File: config.mk
export PLATFORM = sky130hd
export DESIGN_NAME = lsu_ctrl
export DESIGN_NICKNAME = d
export VERILOG_FILES = /design/src/rtl/lsu_ctrl.sv
export SDC_FILE = /design/constraint.sdc
export NUM_CORES = 1
export LEC_CHECK = 0
export ABC_AREA = 1
export CORE_MARGIN = 2
export CORE_UTILIZATION = 44
export CTS_CLUSTER_DIAMETER = 40
export DETAILED_ROUTE_END_ITERATION = 8
export PLACE_DENSITY = 0.87
export SYNTH_ARGS = -nofsm -noshare
export SYNTH_HDL_FRONTEND = slang
export SYNTH_SLANG_ARGS = --single-unit
File: constraint.sdc
create_clock -name i_clk -period 3.92 [get_ports i_clk]
set_clock_uncertainty 0.05 [all_clocks]
set_input_delay 0.588 -clock i_clk [delete_from_list [all_inputs] [get_ports i_clk]]
set_output_delay 0.588 -clock i_clk [all_outputs]
set_load 0.005 [all_outputs]
File: src/rtl/lsu_ctrl.sv
// Load/store unit controller: decodes RV32 load/store operations, drives a single
// word-wide data memory request with byte lanes, and returns left-justified load data.
module lsu_ctrl #(
    parameter int XLEN    = 32,
    parameter int TIMEOUT = 16
) (
    input  logic            i_clk,
    input  logic            i_reset,
    input  logic            i_start,
    input  logic [11:0]     i_operation,
    input  logic [XLEN-1:0] i_addr,
    input  logic [XLEN-1:0] i_wdata,
    output logic            o_mem_req,
    output logic            o_mem_we,
    output logic [XLEN-1:0] o_mem_addr,
    output logic [3:0]      o_mem_be,
    output logic [XLEN-1:0] o_mem_wdata,
    input  logic            i_mem_ack,
    input  logic [XLEN-1:0] i_mem_rdata,
    output logic            o_stall,
    output logic            o_done,
    output logic [XLEN-1:0] o_load_data,
    output logic            o_misaligned,
    output logic            o_err
);

    localparam logic [6:0] OPC_LOAD  = 7'b0000011;
    localparam logic [6:0] OPC_STORE = 7'b0100011;

    typedef enum logic [1:0] {
        S_IDLE = 2'b00,
        S_REQ  = 2'b01,
        S_DONE = 2'b10
    } state_t;

    state_t          r_state;
    state_t          w_next_state;
    logic [7:0]      r_wait;
    logic [1:0]      r_offset;
    logic            r_mem_we;
    logic [XLEN-1:0] r_mem_addr;
    logic [3:0]      r_mem_be;
    logic [XLEN-1:0] r_mem_wdata;
    logic [XLEN-1:0] r_load_data;
    logic            r_misaligned;
    logic            r_err;

    logic [6:0]      w_opcode;
    logic [2:0]      w_funct3;
    logic            w_is_load;
    logic            w_is_store;
    logic            w_is_mem;
    logic            w_legal;
    logic            w_misaligned;
    logic [3:0]      w_be;
    logic [XLEN-1:0] w_wdata;
    logic            w_accept;
    logic            w_reject_illegal;
    logic            w_reject_misaligned;
    logic            w_ack_take;
    logic            w_timeout;
    logic            w_unused_funct7;

    assign w_opcode        = i_operation[6:0];
    assign w_funct3        = i_operation[9:7];
    assign w_is_load       = (w_opcode == OPC_LOAD);
    assign w_is_store      = (w_opcode == OPC_STORE);
    assign w_is_mem        = w_is_load || w_is_store;
    assign w_unused_funct7 = ^i_operation[11:10];

    // Legal funct3 encodings for each memory opcode
    always_comb begin
        w_legal = 1'b0;
        if (w_is_load) begin
            case (w_funct3)
                3'b000, 3'b001, 3'b010, 3'b100, 3'b101: w_legal = 1'b1;
                default:                                w_legal = 1'b0;
            endcase
        end else if (w_is_store) begin
            case (w_funct3)
                3'b000, 3'b001, 3'b010: w_legal = 1'b1;
                default:                w_legal = 1'b0;
            endcase
        end else begin
            w_legal = 1'b0;
        end
    end

    // Access size drives alignment, lane enables and store-data replication
    always_comb begin
        w_misaligned = 1'b0;
        w_be         = 4'b1111;
        w_wdata      = i_wdata;
        case (w_funct3[1:0])
            2'b00: begin
                w_be    = 4'b1000 >> i_addr[1:0];
                w_wdata = {(XLEN/8){i_wdata[7:0]}};
            end
            2'b01: begin
                w_misaligned = i_addr[0];
                w_be         = i_addr[1] ? 4'b0011 : 4'b1100;
                w_wdata      = {(XLEN/16){i_wdata[15:0]}};
            end
            default: begin
                w_misaligned = (i_addr[1:0] != 2'b00);
                w_be         = 4'b1111;
                w_wdata      = i_wdata;
            end
        endcase
    end

    // Next-state decision and transition strobes
    always_comb begin
        w_next_state        = r_state;
        w_accept            = 1'b0;
        w_reject_illegal    = 1'b0;
        w_reject_misaligned = 1'b0;
        w_ack_take          = 1'b0;
        w_timeout           = 1'b0;
        case (r_state)
            S_IDLE: begin
                if (i_start && w_is_mem) begin
                    if (!w_legal) begin
                        w_next_state     = S_DONE;
                        w_reject_illegal = 1'b1;
                    end else if (w_misaligned) begin
                        w_next_state        = S_DONE;
                        w_reject_misaligned = 1'b1;
                    end else begin
                        w_next_state = S_REQ;
                        w_accept     = 1'b1;
                    end
                end else begin
                    w_next_state = S_IDLE;
                end
            end
            S_REQ: begin
                if (i_mem_ack) begin
                    w_next_state = S_DONE;
                    w_ack_take   = 1'b1;
                end else if (r_wait == 8'(TIMEOUT - 1)) begin
                    w_next_state = S_DONE;
                    w_timeout    = 1'b1;
                end else begin
                    w_next_state = S_REQ;
                end
            end
            S_DONE:  w_next_state = S_IDLE;
            default: w_next_state = S_IDLE;
        endcase
    end

    // State register
    always_ff @(posedge i_clk or posedge i_reset) begin
        if (i_reset) begin
            r_state <= S_IDLE;
        end else begin
            r_state <= w_next_state;
        end
    end

    // Request, status and load-data registers
    always_ff @(posedge i_clk or posedge i_reset) begin
        if (i_reset) begin
            r_wait       <= 8'd0;
            r_offset     <= 2'd0;
            r_mem_we     <= 1'b0;
            r_mem_addr   <= '0;
            r_mem_be     <= 4'b0000;
            r_mem_wdata  <= '0;
            r_load_data  <= '0;
            r_misaligned <= 1'b0;
            r_err        <= 1'b0;
        end else begin
            if (w_accept) begin
                r_wait       <= 8'd0;
                r_offset     <= i_addr[1:0];
                r_mem_we     <= w_is_store;
                r_mem_addr   <= {i_addr[XLEN-1:2], 2'b00};
                r_mem_be     <= w_be;
                r_mem_wdata  <= w_wdata;
                r_misaligned <= 1'b0;
                r_err        <= 1'b0;
            end
            if (w_reject_illegal) begin
                r_misaligned <= 1'b0;
                r_err        <= 1'b1;
            end
            if (w_reject_misaligned) begin
                r_misaligned <= 1'b1;
                r_err        <= 1'b0;
            end
            if (r_state == S_REQ && !i_mem_ack && !w_timeout) begin
                r_wait <= r_wait + 8'd1;
            end
            if (w_timeout) begin
                r_err <= 1'b1;
            end
            // Shift the addressed datum up to the MSB end; sign/zero extension happens downstream
            if (w_ack_take && !r_mem_we) begin
                r_load_data <= i_mem_rdata << {r_offset, 3'b000};
            end
        end
    end

    assign o_mem_req    = (r_state == S_REQ);
    assign o_done       = (r_state == S_DONE);
    assign o_stall      = !i_reset && ((r_state == S_REQ) || (r_state == S_IDLE && i_start && w_is_mem));
    assign o_mem_we     = r_mem_we;
    assign o_mem_addr   = r_mem_addr;
    assign o_mem_be     = r_mem_be;
    assign o_mem_wdata  = r_mem_wdata;
    assign o_load_data  = r_load_data;
    assign o_misaligned = r_misaligned;
    assign o_err        = r_err;

endmodule
==> metrics.md, run 1 <==
| Metric | Value |
|---|---|
| Register area share after synthesis | `50.66%` |
| Net Sw Frac | `23.50%` |
| Core box area | `0.01252 sq mm` |
| F_max | `346.2 MHz` |
| Post-route cell area | `0.008489 sq mm` |
| # hold bufs at CTS | `0` |
| First-pass GRT wire length | `25310 um` |
| CP max stage delay | `0.52 ns` |
| Part of the power in combinational logic | `15.0%` |
| Power Density | `413.9 mW/mm^2` |
| Initial antenna violation count | `0` |
| Grt ovf | `0` |
| P&R area growth vs syn | `52.10%` |
| Wire per inst | `14.11 um` |
| Int Pwr | `2.688 mW` |
| Die Ht | `116.6 um` |
| Hold slack | `0.4336 ns` |
| Register bit total from synthesis | `113` |
| Dpl cell area | `0.007845 sq mm` |
| Worst hold endpoint | `o_mem_addr[16]$_DFFE_PP0P_` |
| Largest net degree at the start of global routing | `51` |
| Clock sinks | `113` |
| Filler Cell Count | `1016` |
| Iteration-0 DRC Markers | `443` |
| # Post-CTS Setup Buffers | `0` |
| Clock power frac | `47.8%` |
| Nets | `1061` |
| CP Data Required Time | `3.28 ns` |
| Gpl congestion | `0.8478` |
| Vias/cell | `4.892` |
| YS warnings | `0` |
| FF-to-FF setup slack | `1.51 ns` |
| Mapped cell area | `0.005582 sq mm` |
| CP top delay family | `buffers and inverters` |
| CP Capture Type | `primary output` |
| Pleak | `4.218 nW` |
| Sequential share of power | `37.2%` |
| Port bufs | `213` |
| Clock tree buffer depth | `2` |
| Clock slew at reported path FFs | `0.05 ns` |
| Pre-Repair DR Iteration Count | `6` |
| Ant diodes | `0` |
| Cells after Synth | `744` |
| Status | `completed` |
| PostCTS Resize Cnt | `0` |
| Worst R2R Path Depth | `5` |
| DRT antenna net count | `0` |
| CTS tree | `done` |
| Std-Cell Rows | `41` |
| Worst path bufs/invs | `3` |
| RR Startpoint | `r_offset[0]$_DFFE_PP0P_` |
| Hold Crit Depth | `2` |
| Total power | `3.514 mW` |
| Setup TNS Final | `0 ns` |
| Fin cells | `1133` |
| Worst Path Arrival | `2.25 ns` |
| Reg-to-Reg End | `o_load_data[24]$_DFFE_PP0P_` |
| GRT Util Overall | `23.95%` |
| Layout cell share with drive strength beyond 1 | `5.411%` |
| Final hold viol count | `0` |
| P_sw | `0.8258 mW` |
| Placed cells | `1101` |
| Tcrit/Tclk final | `73.68%` |
| CTS root buf | `clkbuf_16` |
| Final setup fails | `0` |
| Worst skew pair latency | `0.40 ns` |
| CP cell instances | `clkdlybuf4s50_1, nor2_1, nand3_1, nor2_1, inv_1, a21oi_1, clkdlybuf4s50_1` |
| Die area | `0.01360 sq mm` |
| H-tree levels | `4` |
| Wirelength, routed | `15990 um` |
| Routed vias | `5543` |
| Worst Tran Pin Value | `0.9628 ns` |
| Boundary pin count | `218` |
| Mean area per synthesized cell | `7.502 sq um` |
| Slowest CP cell | `clkdlybuf4s50_1` |
| CTS Buf Count | `17` |
| Yosys cell types | `27` |
| Die X | `116.6 um` |
| DRC violations left | `0` |
| Min cycle time layout | `2.888 ns` |
| Element type at the critical path start | `input pin` |
| CP Max Fanout | `4` |
| Max-slew violations | `0` |
| HPWL after DPL | `11420 um` |
| Hold Crit Class | `register to register` |
| CP startpoint | `i_operation[4]` |
| Max-Cap Viols | `0` |
| Vias in the first global route | `5151` |
| Initial Util | `44.59%` |
| RSZ-0062 raised after global routing | `false` |
| HP Start | `o_mem_addr[16]$_DFFE_PP0P_` |
| Worst Setup Path Type | `input pin to primary output` |
| Peak supply drop | `0.0002775 V` |
| Worst slew margin | `35.75%` |
cell usage after synthesis, drive strengths merged:
| master | number | area [sq um] |
|---|---|---|
| o21bai | 1 | 7.510 |
| clkbuf | 10 | 38.78 |
| o22ai | 8 | 50.05 |
| conb | 1 | 3.750 |
| o211ai | 8 | 60.06 |
| o21ai | 92 | 460.4 |
| nand4 | 15 | 100.1 |
| or2 | 3 | 18.77 |
| dfrtp | 113 | 2828 |
| ha | 1 | 12.51 |
| buf | 30 | 165.2 |
| nor2 | 74 | 280.3 |
| a21o | 1 | 7.510 |
| nand2 | 193 | 729.5 |
| inv | 135 | 506.7 |
| nand3 | 33 | 165.2 |
| nor3 | 2 | 20.02 |
| a21oi | 21 | 105.1 |
| nand3b | 3 | 22.52 |
cell families (layout without fill, tap and decap cells):
group,count (synthesis),in the layout,share of synthesized area [%]
AND/OR/NAND/NOR,323,323,23.94
buffers and inverters,175,391,12.73
AO/OA/AOI/OAI,131,131,12.37
flip-flops,113,113,50.66
adder cells (fa/ha/maj),1,1,0.2241
other,1,2,0.06718
placed cells by master, fill, tap and decap left out, drive strengths merged, types with 2 or more instances in the layout:
cell type	netlist	final
dfrtp	113	113
conb	1	2
a21oi	21	21
clkinv	0	4
nand2	193	193
buf	30	11
o21ai	92	92
clkbuf	10	19
or2	3	3
o211ai	8	8
nor3	2	2
nand4	15	15
nand3b	3	3
inv	135	135
nand3	33	33
clkinvlp	0	4
clkdlybuf4s50	0	213
bufinv	0	5
nor2	74	74
o22ai	8	8
through the flow:
stage	util (%)	setup slack (ns)
floorplan	-	0.2946
global placement	62.67	1.010
detailed placement	62.67	0.9448
CTS	67.82	1.020
global route	67.82	0.8644
finish	67.82	1.032
worst max-delay path by stage:
stage / to / cells after the start
4_1_cts: o_stall / 7
2_1_floorplan: o_err$_DFFE_PP0P_ / 1
3_3_place_gp: o_mem_wdata[25]$_DFFE_PP0P_ / 8
3_5_place_dp: o_mem_wdata[1]$_DFFE_PP0P_ / 8
6_report: o_stall / 7
5_1_grt: o_stall / 7
registers in the layout, summed over array words and instances, names as in the netlist:
signal and cells:
o_err 1, o_load_data 32, o_mem_addr 30, o_mem_be 4, o_mem_wdata 32, o_mem_we 1, o_misaligned 1, r_offset 2
r_state 2, r_wait 8
routing by layer:
| layer | routed length (um) | vias up | GRT usage, % |
|---|---|---|---|
| li1 | - | 2718 | - |
| met1 | 6739 | 2533 | 30.96 |
| met2 | 7682 | 259 | 39.46 |
| met3 | 1109 | 33 | 5.034 |
| met4 | 453 | 0 | 9.804 |
| met5 | 0 | - | 0 |
tightest hold or removal path: stages, from the launching register on:
cell	delay [ns]
dfrtp_1	0.34
nand2_1	0.05
o21ai_1	0.06
final cells by class:
type	instances	area (sq um)	area share, %
inverter	135	509.2	5.999
timing repair buffer	224	2240	26.38
sequential	113	2828	33.31
tap	172	215.2	2.535
clock buffer	19	432.9	5.099
multi-input combinational	457	2053	24.19
clock inverter	13	211.5	2.491
power groups by stage:
stage | registers [mW] | logic (mW) | clock network [mW]
global placement | 1.32 | 0.513 | 0
finish | 1.31 | 0.525 | 1.68
global route | 1.32 | 0.581 | 1.76
floorplan | 1.32 | 0.181 | 0
CTS | 1.31 | 0.528 | 1.70
detailed placement | 1.33 | 0.523 | 0
Note: power is estimated with default switching activity, not from simulation.
==> run 2: changes to the inputs <==
==> constraint.sdc (replaced) <==
create_clock -name i_clk -period 2.78 [get_ports i_clk]
set_clock_uncertainty 0.05 [all_clocks]
set_input_delay 0.417 -clock i_clk [delete_from_list [all_inputs] [get_ports i_clk]]
set_output_delay 0.417 -clock i_clk [all_outputs]
set_load 0.005 [all_outputs]
==> run 2 against run 1 <==
- power rose by 29%
- final area down 0.44%
- first-iteration DRC count fell by 5.0%
- register-to-register slack lost 0.60 ns
- sequential power grew 40%
- count of clock-buffer cells in the layout rose by 6
- final cell count up 0.44%
- wire length increased by 0.19%
- critical path depth grew 1
- largest power group unchanged
==> metrics.md, run 2 (synthesized netlist as in run 1, its figures left out) <==
| Metric | Value |
|---|---|
| Status | `completed (unchanged)` |
| Pleak | `4.232 nW (was 4.218 nW)` |
| Clock sinks | `113 (unchanged)` |
| Power Density | `536.2 mW/mm^2 (was 413.9 mW/mm^2)` |
| DRC violations left | `0 (unchanged)` |
| Core box area | `0.01252 sq mm (unchanged)` |
| Worst skew pair latency | `0.40 ns (about the same)` |
| H-tree levels | `4 (unchanged)` |
| Min cycle time layout | `2.533 ns` |
| CP Capture Type | `primary output (unchanged)` |
| Element type at the critical path start | `input pin (unchanged)` |
| PostCTS Resize Cnt | `0 (unchanged)` |
| Most common cell after layout, fill and taps aside | `clkdlybuf4s50_1 (unchanged)` |
| Initial antenna violation count | `0 (unchanged)` |
| Worst slack at placement | `0.2383 ns (was 0.9448 ns)` |
| Max-Cap Viols | `0 (unchanged)` |
| Part of the power in combinational logic | `16.6% (was 15.0%)` |
| RSZ-0062 raised after global routing | `false (unchanged)` |
| F_max | `394.8 MHz` |
| Int Pwr | `3.445 mW (was 2.688 mW)` |
| P_sw | `1.087 mW (was 0.8258 mW)` |
| CP Data Required Time | `2.31 ns (was 3.28 ns)` |
| Tcrit/Tclk final | `91.11%` |
| P&R area growth vs syn | `51.42% (was 52.10%)` |
| Grt ovf | `0 (unchanged)` |
| Final setup fails | `0 (unchanged)` |
| Worst slew margin | `60.48% (was 35.75%)` |
| Die area | `0.01360 sq mm (unchanged)` |
| Iteration-0 DRC Markers | `421 (was 443)` |
| Core Util, Final | `67.52% (was 67.82%)` |
| Commonest non-fill, non-tap cells in the layout | `clkdlybuf4s50_1 (213), nand2_1 (191), inv_1 (133) (unchanged)` |
| Fin cells | `1138 (was 1133)` |
| HPWL after DPL | `11870 um (was 11420 um)` |
| Worst R2R Path Depth | `5 (unchanged)` |
| Worst Setup Path Type | `input pin to primary output (unchanged)` |
| CTS Buf Count | `17 (unchanged)` |
| Hold Crit Class | `input pin to async pin (was register to register)` |
| Hold slack | `0.4395 ns (was 0.4336 ns)` |
| Nets | `1067 (was 1061)` |
| Vias in the first global route | `5273 (was 5151)` |
| Reg-to-Reg End | `o_load_data[3]$_DFFE_PP0P_ (was o_load_data[24]$_DFFE_PP0P_)` |
| Wire per inst | `14.07 um (was 14.11 um)` |
| DRT antenna net count | `0 (unchanged)` |
| GRT Util Overall | `24.30% (was 23.95%)` |
| CTS root buf | `clkbuf_16 (unchanged)` |
| Port bufs | `213 (unchanged)` |
| FF-to-FF setup slack | `0.91 ns (was 1.51 ns)` |
| # hold bufs at CTS | `0 (unchanged)` |
| Wirelength, routed | `16020 um (was 15990 um)` |
| Boundary pin count | `218 (unchanged)` |
| Worst Path Arrival | `2.07 ns (was 2.25 ns)` |
| Initial Util | `44.59% (unchanged)` |
| # Post-CTS Setup Buffers | `0 (unchanged)` |
| Peak supply drop | `0.0003169 V (was 0.0002775 V)` |
| Die Ht | `116.6 um (unchanged)` |
| Clock slew at reported path FFs | `0.05 ns (about the same)` |
| Clock tree buffer depth | `2 (unchanged)` |
| Layout cell share with drive strength beyond 1 | `5.797% (was 5.411%)` |
| Ant diodes | `0 (unchanged)` |
| Gpl congestion | `0.8935 (was 0.8478)` |
| CTS tree | `done (unchanged)` |
| Placed cells | `1107 (was 1101)` |
| Clock power frac | `42.8% (was 47.8%)` |
| Net Sw Frac | `23.99% (was 23.50%)` |
| Worst Tran Pin Value | `0.5908 ns (was 0.9628 ns)` |
| Largest net degree at the start of global routing | `65 (was 51)` |
| Routed vias | `5550 (was 5543)` |
| Die X | `116.6 um (unchanged)` |
| Sequential share of power | `40.5% (was 37.2%)` |
| CP Max Fanout | `4 (unchanged)` |
| Pre-Repair DR Iteration Count | `5 (was 6)` |
| Setup TNS Final | `0 ns (unchanged)` |
| Std-Cell Rows | `41 (unchanged)` |
| Final hold viol count | `0 (unchanged)` |
| Setup ws final | `0.2471 ns (was 1.032 ns)` |
| First-pass GRT wire length | `25430 um (was 25310 um)` |
| RR Startpoint | `r_state[1]$_DFF_PP0_ (was r_offset[0]$_DFFE_PP0P_)` |
| Max-slew violations | `0 (unchanged)` |
| Vias/cell | `4.877 (was 4.892)` |
==> run 2: cell types whose count changed in the layout (fill, tap and decap cells not counted) <==
cell	delta
clkbuf_1	+1
bufinv_16	-5
inv_4	-1
buf_12	+2
clkinvlp_4	-3
clkbuf_8	+5
clkinv_2	+5
clkinv_4	-3
buf_4	+4
==> run 2: worst max path at each step <==
stage                             end           start  slack, ns  cells after the start
floorplan           o_err$_DFFE_PP0P_         i_reset       0.94                      1
global placement              o_stall  i_operation[1]       0.26                      8
detailed placement            o_stall  i_operation[1]       0.24                      8
CTS                           o_stall  i_operation[1]       0.23                      8
global route                  o_stall  i_operation[4]       0.08                      7
finish                        o_stall  i_operation[1]       0.25                      8
==> run 2: cell type report <==
class	count	area (sq um)
fillers	1054	4065
flip-flops and latches	113	2828
repair buffers	230	2310
multi-input cells	457	2053
inverters	135	510.5
clock buffers	25	505.5
well taps	172	215.2
clock inverters	6	30.03
==> run 2: power groups by stage <==
stage | Combinational (mW) | Clock [mW] | Sequential [mW]
finish | 0.754 | 1.94 | 1.84
global route | 0.836 | 2.05 | 1.85
CTS | 0.760 | 1.97 | 1.84
detailed placement | 0.755 | 0 | 1.86
global placement | 0.738 | 0 | 1.86
floorplan | 0.255 | 0 | 1.87
==> run 2: worst max-delay path: stages <==
cell             delay (ns)
clkdlybuf4s50_1        0.46
nand2_1                0.07
inv_1                  0.05
nand3_1                0.08
nor2_1                 0.23
inv_1                  0.10
a21oi_1                0.13
clkdlybuf4s50_1        0.52
==> run 2: layer usage <==
layer,global-route usage [%],part of all wire [%],up-vias
met5,0,0,-
met4,11.53,3.0,0
met3,5.345,7.1,36
met2,39.65,48,220
met1,30.92,42,2558
li1,-,-,2736
==> run 2: metrics by stage <==
stage               power [mW]  area, sq um
floorplan                2.122         5589
global route             4.741         8452
finish                   4.532         8452
CTS                      4.571         8452
detailed placement       2.617         7916
global placement         2.597         7916
